[src/rtl/gshare_predictor.sv]
// gshare_predictor
// ----------------
// Front-end conditional-branch predictor. A pattern history table (PHT) of
// 2-bit saturating counters is indexed by PC xor speculative global history;
// a direct-mapped branch target buffer (BTB) supplies hit and target.
//
// Ports:
//   clk, rst            clock, asynchronous active-high reset
//   fetch_valid         fetch presents fetch_pc this cycle
//   fetch_fire          fetch consumes the prediction (speculative history shift)
//   fetch_pc            PC being fetched
//   pred_valid          BTB hit for fetch_pc (gated by fetch_valid)
//   pred_taken          predicted direction (only with pred_valid)
//   pred_target         BTB target on hit, else 0
//   pred_index          PHT index used, carried to the ROB (0 without fetch_valid)
//   commit_valid        ROB commits a conditional branch
//   commit_pred_valid   committed branch had a BTB hit at fetch
//   commit_index        PHT index recorded at fetch
//   commit_taken        resolved direction
//   commit_pc           branch PC
//   commit_target       resolved taken target
//   flush               ROB-head mispredict flush; repairs speculative history
//
// Prediction outputs are combinational (zero-cycle latency); every state
// update lands on the next rising clk, so a same-cycle lookup sees old state.

module gshare_predictor #(
    parameter int HISTORY_BITS = 8,
    parameter int BTB_ENTRIES  = 16
) (
    input  logic                    clk,
    input  logic                    rst,
    input  logic                    fetch_valid,
    input  logic                    fetch_fire,
    input  logic [31:0]             fetch_pc,
    output logic                    pred_valid,
    output logic                    pred_taken,
    output logic [31:0]             pred_target,
    output logic [HISTORY_BITS-1:0] pred_index,
    input  logic                    commit_valid,
    input  logic                    commit_pred_valid,
    input  logic [HISTORY_BITS-1:0] commit_index,
    input  logic                    commit_taken,
    input  logic [31:0]             commit_pc,
    input  logic [31:0]             commit_target,
    input  logic                    flush
);

    localparam int BI          = $clog2(BTB_ENTRIES);
    localparam int PHT_ENTRIES = 1 << HISTORY_BITS;
    localparam int TAG_W       = 32 - BI - 2;

    // Saturating 2-bit counter step: up on taken, down on not-taken.
    function automatic logic [1:0] sat_update(input logic [1:0] ctr, input logic taken);
        logic [1:0] res;
        if (taken) begin
            if (ctr == 2'b11) res = ctr;
            else              res = ctr + 2'b01;
        end else begin
            if (ctr == 2'b00) res = ctr;
            else              res = ctr - 2'b01;
        end
        return res;
    endfunction

    logic [1:0]              pht_r        [PHT_ENTRIES];
    logic [BTB_ENTRIES-1:0]  btb_valid_r;
    logic [TAG_W-1:0]        btb_tag_r    [BTB_ENTRIES];
    logic [31:0]             btb_target_r [BTB_ENTRIES];
    logic [HISTORY_BITS-1:0] spec_ghr_r;
    logic [HISTORY_BITS-1:0] arch_ghr_r;

    logic [HISTORY_BITS-1:0] idx_s;
    logic [BI-1:0]           fetch_set_s;
    logic [TAG_W-1:0]        fetch_tag_s;
    logic                    hit_s;
    logic [1:0]              ctr_s;
    logic [HISTORY_BITS-1:0] arch_next_s;
    logic [BI-1:0]           commit_set_s;
    logic [TAG_W-1:0]        commit_tag_s;
    logic                    unused_s;

    // The two low PC bits never take part in indexing or tagging.
    assign unused_s     = ^{fetch_pc[1:0], commit_pc[1:0]};
    assign commit_set_s = commit_pc[BI+1:2];
    assign commit_tag_s = commit_pc[31:BI+2];

    // Table lookup for the fetched PC against current (pre-update) state.
    always_comb begin
        fetch_set_s = fetch_pc[BI+1:2];
        fetch_tag_s = fetch_pc[31:BI+2];
        idx_s       = fetch_pc[HISTORY_BITS+1:2] ^ spec_ghr_r;
        hit_s       = btb_valid_r[fetch_set_s] && (btb_tag_r[fetch_set_s] == fetch_tag_s);
        ctr_s       = pht_r[idx_s];
    end

    // Prediction outputs; target is reported on any hit, even without fetch_valid.
    always_comb begin
        pred_valid  = 1'b0;
        pred_taken  = 1'b0;
        pred_target = 32'h0000_0000;
        pred_index  = {HISTORY_BITS{1'b0}};
        if (fetch_valid) begin
            pred_valid = hit_s;
            pred_taken = hit_s & ctr_s[1];
            pred_index = idx_s;
        end else begin
            pred_valid = 1'b0;
            pred_taken = 1'b0;
            pred_index = {HISTORY_BITS{1'b0}};
        end
        if (hit_s) begin
            pred_target = btb_target_r[fetch_set_s];
        end else begin
            pred_target = 32'h0000_0000;
        end
    end

    // Architectural history only advances for branches that were predicted.
    always_comb begin
        arch_next_s = arch_ghr_r;
        if (commit_valid && commit_pred_valid) begin
            arch_next_s = {arch_ghr_r[HISTORY_BITS-2:0], commit_taken};
        end else begin
            arch_next_s = arch_ghr_r;
        end
    end

    // Global history registers; flush repair overrides a same-cycle fetch shift.
    always_ff @(posedge clk or posedge rst) begin
        if (rst) begin
            spec_ghr_r <= {HISTORY_BITS{1'b0}};
            arch_ghr_r <= {HISTORY_BITS{1'b0}};
        end else begin
            arch_ghr_r <= arch_next_s;
            if (flush) begin
                spec_ghr_r <= arch_next_s;
            end else if (fetch_fire && pred_valid) begin
                spec_ghr_r <= {spec_ghr_r[HISTORY_BITS-2:0], pred_taken};
            end else begin
                spec_ghr_r <= spec_ghr_r;
            end
        end
    end

    // PHT training on every commit, independent of flush and prior hit.
    always_ff @(posedge clk or posedge rst) begin
        if (rst) begin
            for (int i = 0; i < PHT_ENTRIES; i++) begin
                pht_r[i] <= 2'b01;
            end
        end else if (commit_valid) begin
            pht_r[commit_index] <= sat_update(pht_r[commit_index], commit_taken);
        end else begin
            pht_r[commit_index] <= pht_r[commit_index];
        end
    end

    // BTB allocation/overwrite on taken commits only.
    always_ff @(posedge clk or posedge rst) begin
        if (rst) begin
            btb_valid_r <= {BTB_ENTRIES{1'b0}};
            for (int i = 0; i < BTB_ENTRIES; i++) begin
                btb_tag_r[i]    <= {TAG_W{1'b0}};
                btb_target_r[i] <= 32'h0000_0000;
            end
        end else if (commit_valid && commit_taken) begin
            btb_valid_r[commit_set_s]  <= 1'b1;
            btb_tag_r[commit_set_s]    <= commit_tag_s;
            btb_target_r[commit_set_s] <= commit_target;
        end else begin
            btb_valid_r <= btb_valid_r;
        end
    end

endmodule

[config.mk]
export PLATFORM = sky130hd
export DESIGN_NAME = gshare_predictor
export DESIGN_NICKNAME = d
export VERILOG_FILES = /design/src/rtl/gshare_predictor.sv
export SDC_FILE = /design/constraint.sdc
export NUM_CORES = 2
export LEC_CHECK = 0
export CAP_MARGIN = 20
export CORE_ASPECT_RATIO = 1.2
export CORE_MARGIN = 5
export CORE_UTILIZATION = 45
export DETAILED_ROUTE_END_ITERATION = 7
export GPL_TIMING_DRIVEN = 1
export PLACE_DENSITY_LB_ADDON = 0.15
export SETUP_SLACK_MARGIN = 0.15
export SYNTH_ARGS = -nofsm -noshare
export SYNTH_HDL_FRONTEND = slang
export SYNTH_SLANG_ARGS = --single-unit
[constraint.sdc]
create_clock -name clk -period 143.5 [get_ports clk]
set_clock_uncertainty 0.1 [all_clocks]
set_input_delay 35.875 -clock clk [delete_from_list [all_inputs] [get_ports clk]]
set_output_delay 35.875 -clock clk [all_outputs]
set_load 0.005 [all_outputs]
Yosys cells after proc, flatten, opt, wreduce, memory -nomap -nowiden
Cells that the tools add are included.

cells by class
  order comparisons = 9
  equality and inequality tests = 2
  add/subtract/negate cells = 2
  multiplexer cells = 38
  bitwise logic cells = 7
  reduce and logical (&&, ||, !) cells = 9

operator list
  cell                                                                           number
  512-bit bitwise mux                                                            3
  512-bit two-way mux                                                            1
  416-bit bitwise mux                                                            1
  32-bit binary-select mux with 4-bit select                                     1
  32-bit demux with 4-bit select                                                 1
  32-bit two-way mux                                                             4
  26-bit binary-select mux with 4-bit select                                     1
  26-bit demux with 4-bit select                                                 1
  26-bit two-way mux                                                             3
  2-bit binary-select mux with 8-bit select                                      2
  8-bit two-way mux                                                              4
  26-bit equality test                                                           1
  9-bit greater-or-equal comparator (second input constant)                      2
  2-bit two-way mux                                                              9
  8-bit inverter with 9-bit output                                               2
  2-bit demux with 8-bit select                                                  1
  16-bit OR                                                                      1
  5-bit greater-or-equal comparator (second input constant)                      2
  4-bit by 5-bit less-than comparator with 1-bit output (second input constant)  2
  4-bit inverter with 5-bit output                                               2
  9-bit by 1-bit less-than comparator with 1-bit output (second input constant)  1
  8-bit XOR                                                                      1
  1-bit logical AND                                                              7
  5-bit by 1-bit less-than comparator with 1-bit output (second input constant)  1
  10 further kinds                                                               13

word-level totals
  word-level logic and storage cells = 358
  flip-flop bits (word level) = 1472
  input bits = 112
  output and inout port bits = 42

Longest topological paths before layout
  word-level depth = 10
  depth in mapped cells = 16
  depth with buffers taken out = 9

Least setup slack after synthesis
Ideal clock, no wire load.

  path kind = input port to output port
  start = input fetch_pc[3]
  end = output pred_target[0]
  cell stages on the path = 9
  path buffers = 6
  required time = 107525 ps
  slack = 68689 ps
  arrival time = 38836 ps
  cell sequence = buf_4 > buf_2 > buf_4 > buf_2 > buf_1 > buf_1 > mux4_2 > mux4_2 > nor2b_1

on the way
  word-level cells in the longest chain between the ends = 7
  elaborated cells on any way between the ends = 12
  classes of those cells = eq/ne (1); mux (9); bitwise (1); reduce/logical (1)

ends and longest elaborated chain
  item                                                    line     RTL
  start: declaration                                      35       input logic [31:0] fetch_pc,
  4-bit inverter with 5-bit output (not written as such)  93, 113
  26-bit binary-select mux with 4-bit select              93       hit_s = btb_valid_r[fetch_set_s] && (btb_tag_r[fetch_set_s] == fetch_tag_s);
  26-bit two-way mux (not written as such) (2 in a row)   93
  26-bit equality test                                    93
  1-bit logical AND                                       93
  32-bit two-way mux (*)                                  112      if (hit_s) begin
  end: declaration                                        38       output logic [31:0] pred_target,

Every way passes the cells marked *; elsewhere a longest branch is shown, timed or not. The select of a mux whose other input is x is not followed.

Final worst setup path
  start = input fetch_pc[3]
  end = output pred_target[24]

The elaborated chain is that of the path after synthesis.

==> flow_summary.json <==
{
  "outcome": "finished, final reports clean",
  "cts.path.max_buffers": 3,
  "setup_ws_ns": 65.71,
  "drv_slew": 0,
  "htreeDepth": 4,
  "dieArea_um2": 165000,
  "drtAntennaViolNets": 0,
  "vias": 44207,
  "portBuffers": 149,
  "netlist_instances": 5300,
  "layout_common_cells": "dfrtp_1, mux2_2, nor2_1",
  "cts_resized": 0,
  "hold_path_class": "reg2reg",
  "synth_ff_type": "dfrtp_1",
  "rows": 159,
  "wire_per_inst_um": 26.4,
  "holdWs_ns": 0.360,
  "hold_buffers": 0,
  "drv_cap": 0,
  "p_leak_nw": 33.0,
  "dp_hpwl_um": 118000,
  "crit_fanout": 66,
  "peakVddDrop_v": 0.0000114,
  "critPathLaunchType": "input pin",
  "cts_made_buffers": 158,
  "clock_latency_ns": 0.79,
  "antenna_found_initial": 17,
  "async_flop_share_pct": 100,
  "worstSetupPathType": "in2out",
  "grt_pass1_wl_um": 302000,
  "area_delta_synth_final_pct": 12.0,
  "syn_area_um2": 70500,
  "routed_wl_um": 199000,
  "grt-ovfl-total": 0,
  "grt_pass1_vias": 46336,
  "grt_setup_unrepaired": "no",
  "crit_path_cell_trace": "buf_8 > buf_4 > buf_4 > mux2i_1 > a22o_1 > a221oi_1 > mux2_2 > a221o_1 > nor4_1 > nand4b_1 > buf_4 > nor2b_1 > clkdlybuf4s50_1",
  "dp_slack_ns": 65.73,
  "placed_area_um2": 73700,
  "power.density_nw_per_um2": 14.6,
  "power_w": 0.00115,
  "postCtsSetupBuffers": 0,
  "syn_avg_cell_area_um2": 13.3,
  "timing.final.crit_share_pct": 54.2,
  "fmax_ghz": 0.0129,
  "num-fill-cells": 13537,
  "gp_congestion": 0.843,
  "ys_types": 79,
  "cts_tree": "yes",
  "syn_nets": 5412,
  "drive_above_1_share_pct": 40.4,
  "synth_edf_count": 0,
  "firstDrtPassIters": 5,
  "cts_root_buffer": "clkbuf_16",
  "die_y_um": 443,
  "hold_violations": 0,
  "setup_tns_ns": 0,
  "synth_seq_cells": 1472,
  "via_per_inst": 5.87,
  "critical_path_required_ns": 107.53,
  "drt_iter0_drc": 3196,
  "core_um2": 156000,
  "io_pins": 154,
  "track_usage_pct": 24.3,
  "crit_slowest_cell": "buf_4",
  "synth-seq-area-share_pct": 52.7,
  "cts.sink_count": 1472,
  "finalNetCount": 5423,
  "crit_top_cell": "buf_4",
  "final_common_cell": "dfrtp_1",
  "finalCriticalPeriod_ns": 77.79,
  "worst_pin_slew_ns": 1.19,
  "cp-end-kind": "output port",
  "start_util_pct": 45.1,
  "ys.warnings.count": 0,
  "design_area_um2": 78900,
  "grt_max_degree": 207,
  "worst_path_largest_cell_delay_ns": 0.82,
  "drc_errors": 0,
  "cp.arrival_ns": 41.82,
  "relSlewSlack_pct": 21.0,
  "setup_viol": 0,
  "die_w_um": 371,
  "clkTransAtPathRegs_ns": 0.06
}
## flip-flops by register name (all words and copies together), names as in the netlist
signal        cells
pht_r           512
btb_valid_r      16
spec_ghr_r        8
btb_target_r    512
arch_ghr_r        8
btb_tag_r       416
## worst max-delay path, delay by kind of cell
kind	cells	cell delay [ns]
AO/OA/AOI/OAI	3	0.85
buffers and inverters	5	2.93
multiplexers	2	0.57
AND/OR/NAND/NOR	3	1.43
## final timing paths
kind	cells past startpoint	start	slack [ns]	to
hold / removal	1	btb_valid_r[13]$_DFFE_PP0P_	0.36	btb_valid_r[13]$_DFFE_PP0P_
setup / recovery	13	fetch_pc[3]	65.71	pred_target[24]
min in group asynchronous	2	rst	35.55	pht_r[125]$_DFFE_PP0P_
setup reg to reg	11	pht_r[89]$_DFFE_PP0P_	138.05	pht_r[116]$_DFFE_PP1P_
max in group asynchronous	9	rst	102.27	btb_tag_r[224]$_DFFE_PP0P_
hold reg to reg	1	btb_valid_r[13]$_DFFE_PP0P_	0.36	btb_valid_r[13]$_DFFE_PP0P_
## where the power goes
part           internal (W)  switching [W]  total (W)  leakage [nW]
Clock              0.000233       0.000169   0.000402          2.47
Combinational      0.000111       0.000104   0.000215          12.2
Sequential         0.000495      0.0000385   0.000534          18.3
## routing by layer
layer / up-vias / GRT usage, % / wire, µm
met5: - / 0 / 40
met4: 6 / 9.02 / 7750
met3: 395 / 4.31 / 10100
met2: 1061 / 40.0 / 97300
met1: 23401 / 32.3 / 83700
li1: 19344 / - / -
## per-stage QoR
step / utilization (%) / instances
floorplan: - / 5300
global placement: 47.2 / 7238
detailed placement: 47.2 / 7239
CTS: 50.4 / 7522
global route: 50.5 / 7529
finish: 50.5 / 7537
## synth_stat cells (5+ instances only)
| cell | number | share of area, % |
|---|---|---|
| and2_1 | 5 | 0.044 |
| and3_1 | 6 | 0.053 |
| nor2b_1 | 51 | 0.45 |
| a31oi_1 | 6 | 0.053 |
| a22oi_1 | 46 | 0.49 |
| nand2b_1 | 19 | 0.17 |
| buf_1 | 62 | 0.33 |
| a21oi_1 | 345 | 2.5 |
| nor3_1 | 15 | 0.11 |
| xnor2_1 | 31 | 0.39 |
| a21oi_2 | 190 | 2.4 |
| o21ai_0 | 24 | 0.17 |
| nand3_1 | 32 | 0.23 |
| clkbuf_1 | 215 | 1.1 |
| a221oi_1 | 24 | 0.30 |
| dfstp_2 | 256 | 9.5 |
| a22o_1 | 13 | 0.16 |
| mux2i_1 | 165 | 2.3 |
| nor2_1 | 825 | 4.4 |
| dfrtp_1 | 1216 | 43 |
| nand2_1 | 100 | 0.53 |
| nor4_1 | 7 | 0.062 |
| mux4_2 | 390 | 12 |
| buf_6 | 30 | 0.48 |
| a32oi_1 | 7 | 0.087 |
| or2_2 | 12 | 0.11 |
| mux2_2 | 956 | 15 |
| or4_1 | 5 | 0.053 |
| a211oi_1 | 16 | 0.17 |
| nand3b_1 | 5 | 0.053 |
| xor2_1 | 21 | 0.26 |
| nand4_1 | 15 | 0.13 |
| buf_4 | 23 | 0.25 |
| buf_2 | 75 | 0.53 |
| o22ai_1 | 7 | 0.062 |
| nand4b_1 | 6 | 0.075 |
| o2111ai_1 | 5 | 0.062 |
| inv_1 | 6 | 0.032 |
## cell families after synthesis
| logic type | count (synthesis) | synth area share (%) |
|---|---|---|
| AND/OR/NAND/NOR | 1127 | 6.80 |
| buffers and inverters | 414 | 2.80 |
| AO/OA/AOI/OAI | 724 | 6.93 |
| XOR/XNOR | 52 | 0.646 |
| multiplexers | 1511 | 30.1 |
| flip-flops | 1472 | 52.7 |
## final cells by class
type | instances | area (µm²) | area share (%)
repair buffers | 257 | 2470 | 3.13
clock buffers | 247 | 4620 | 5.85
multi-input cells | 3414 | 31600 | 40.0
well taps | 2093 | 2620 | 3.32
clock inverters | 36 | 410 | 0.520
diodes | 10 | 25.0 | 0.0317
flip-flops and latches | 1472 | 37200 | 47.1
inverters | 8 | 37.5 | 0.0476
Note: power is estimated with default switching activity, not from simulation.
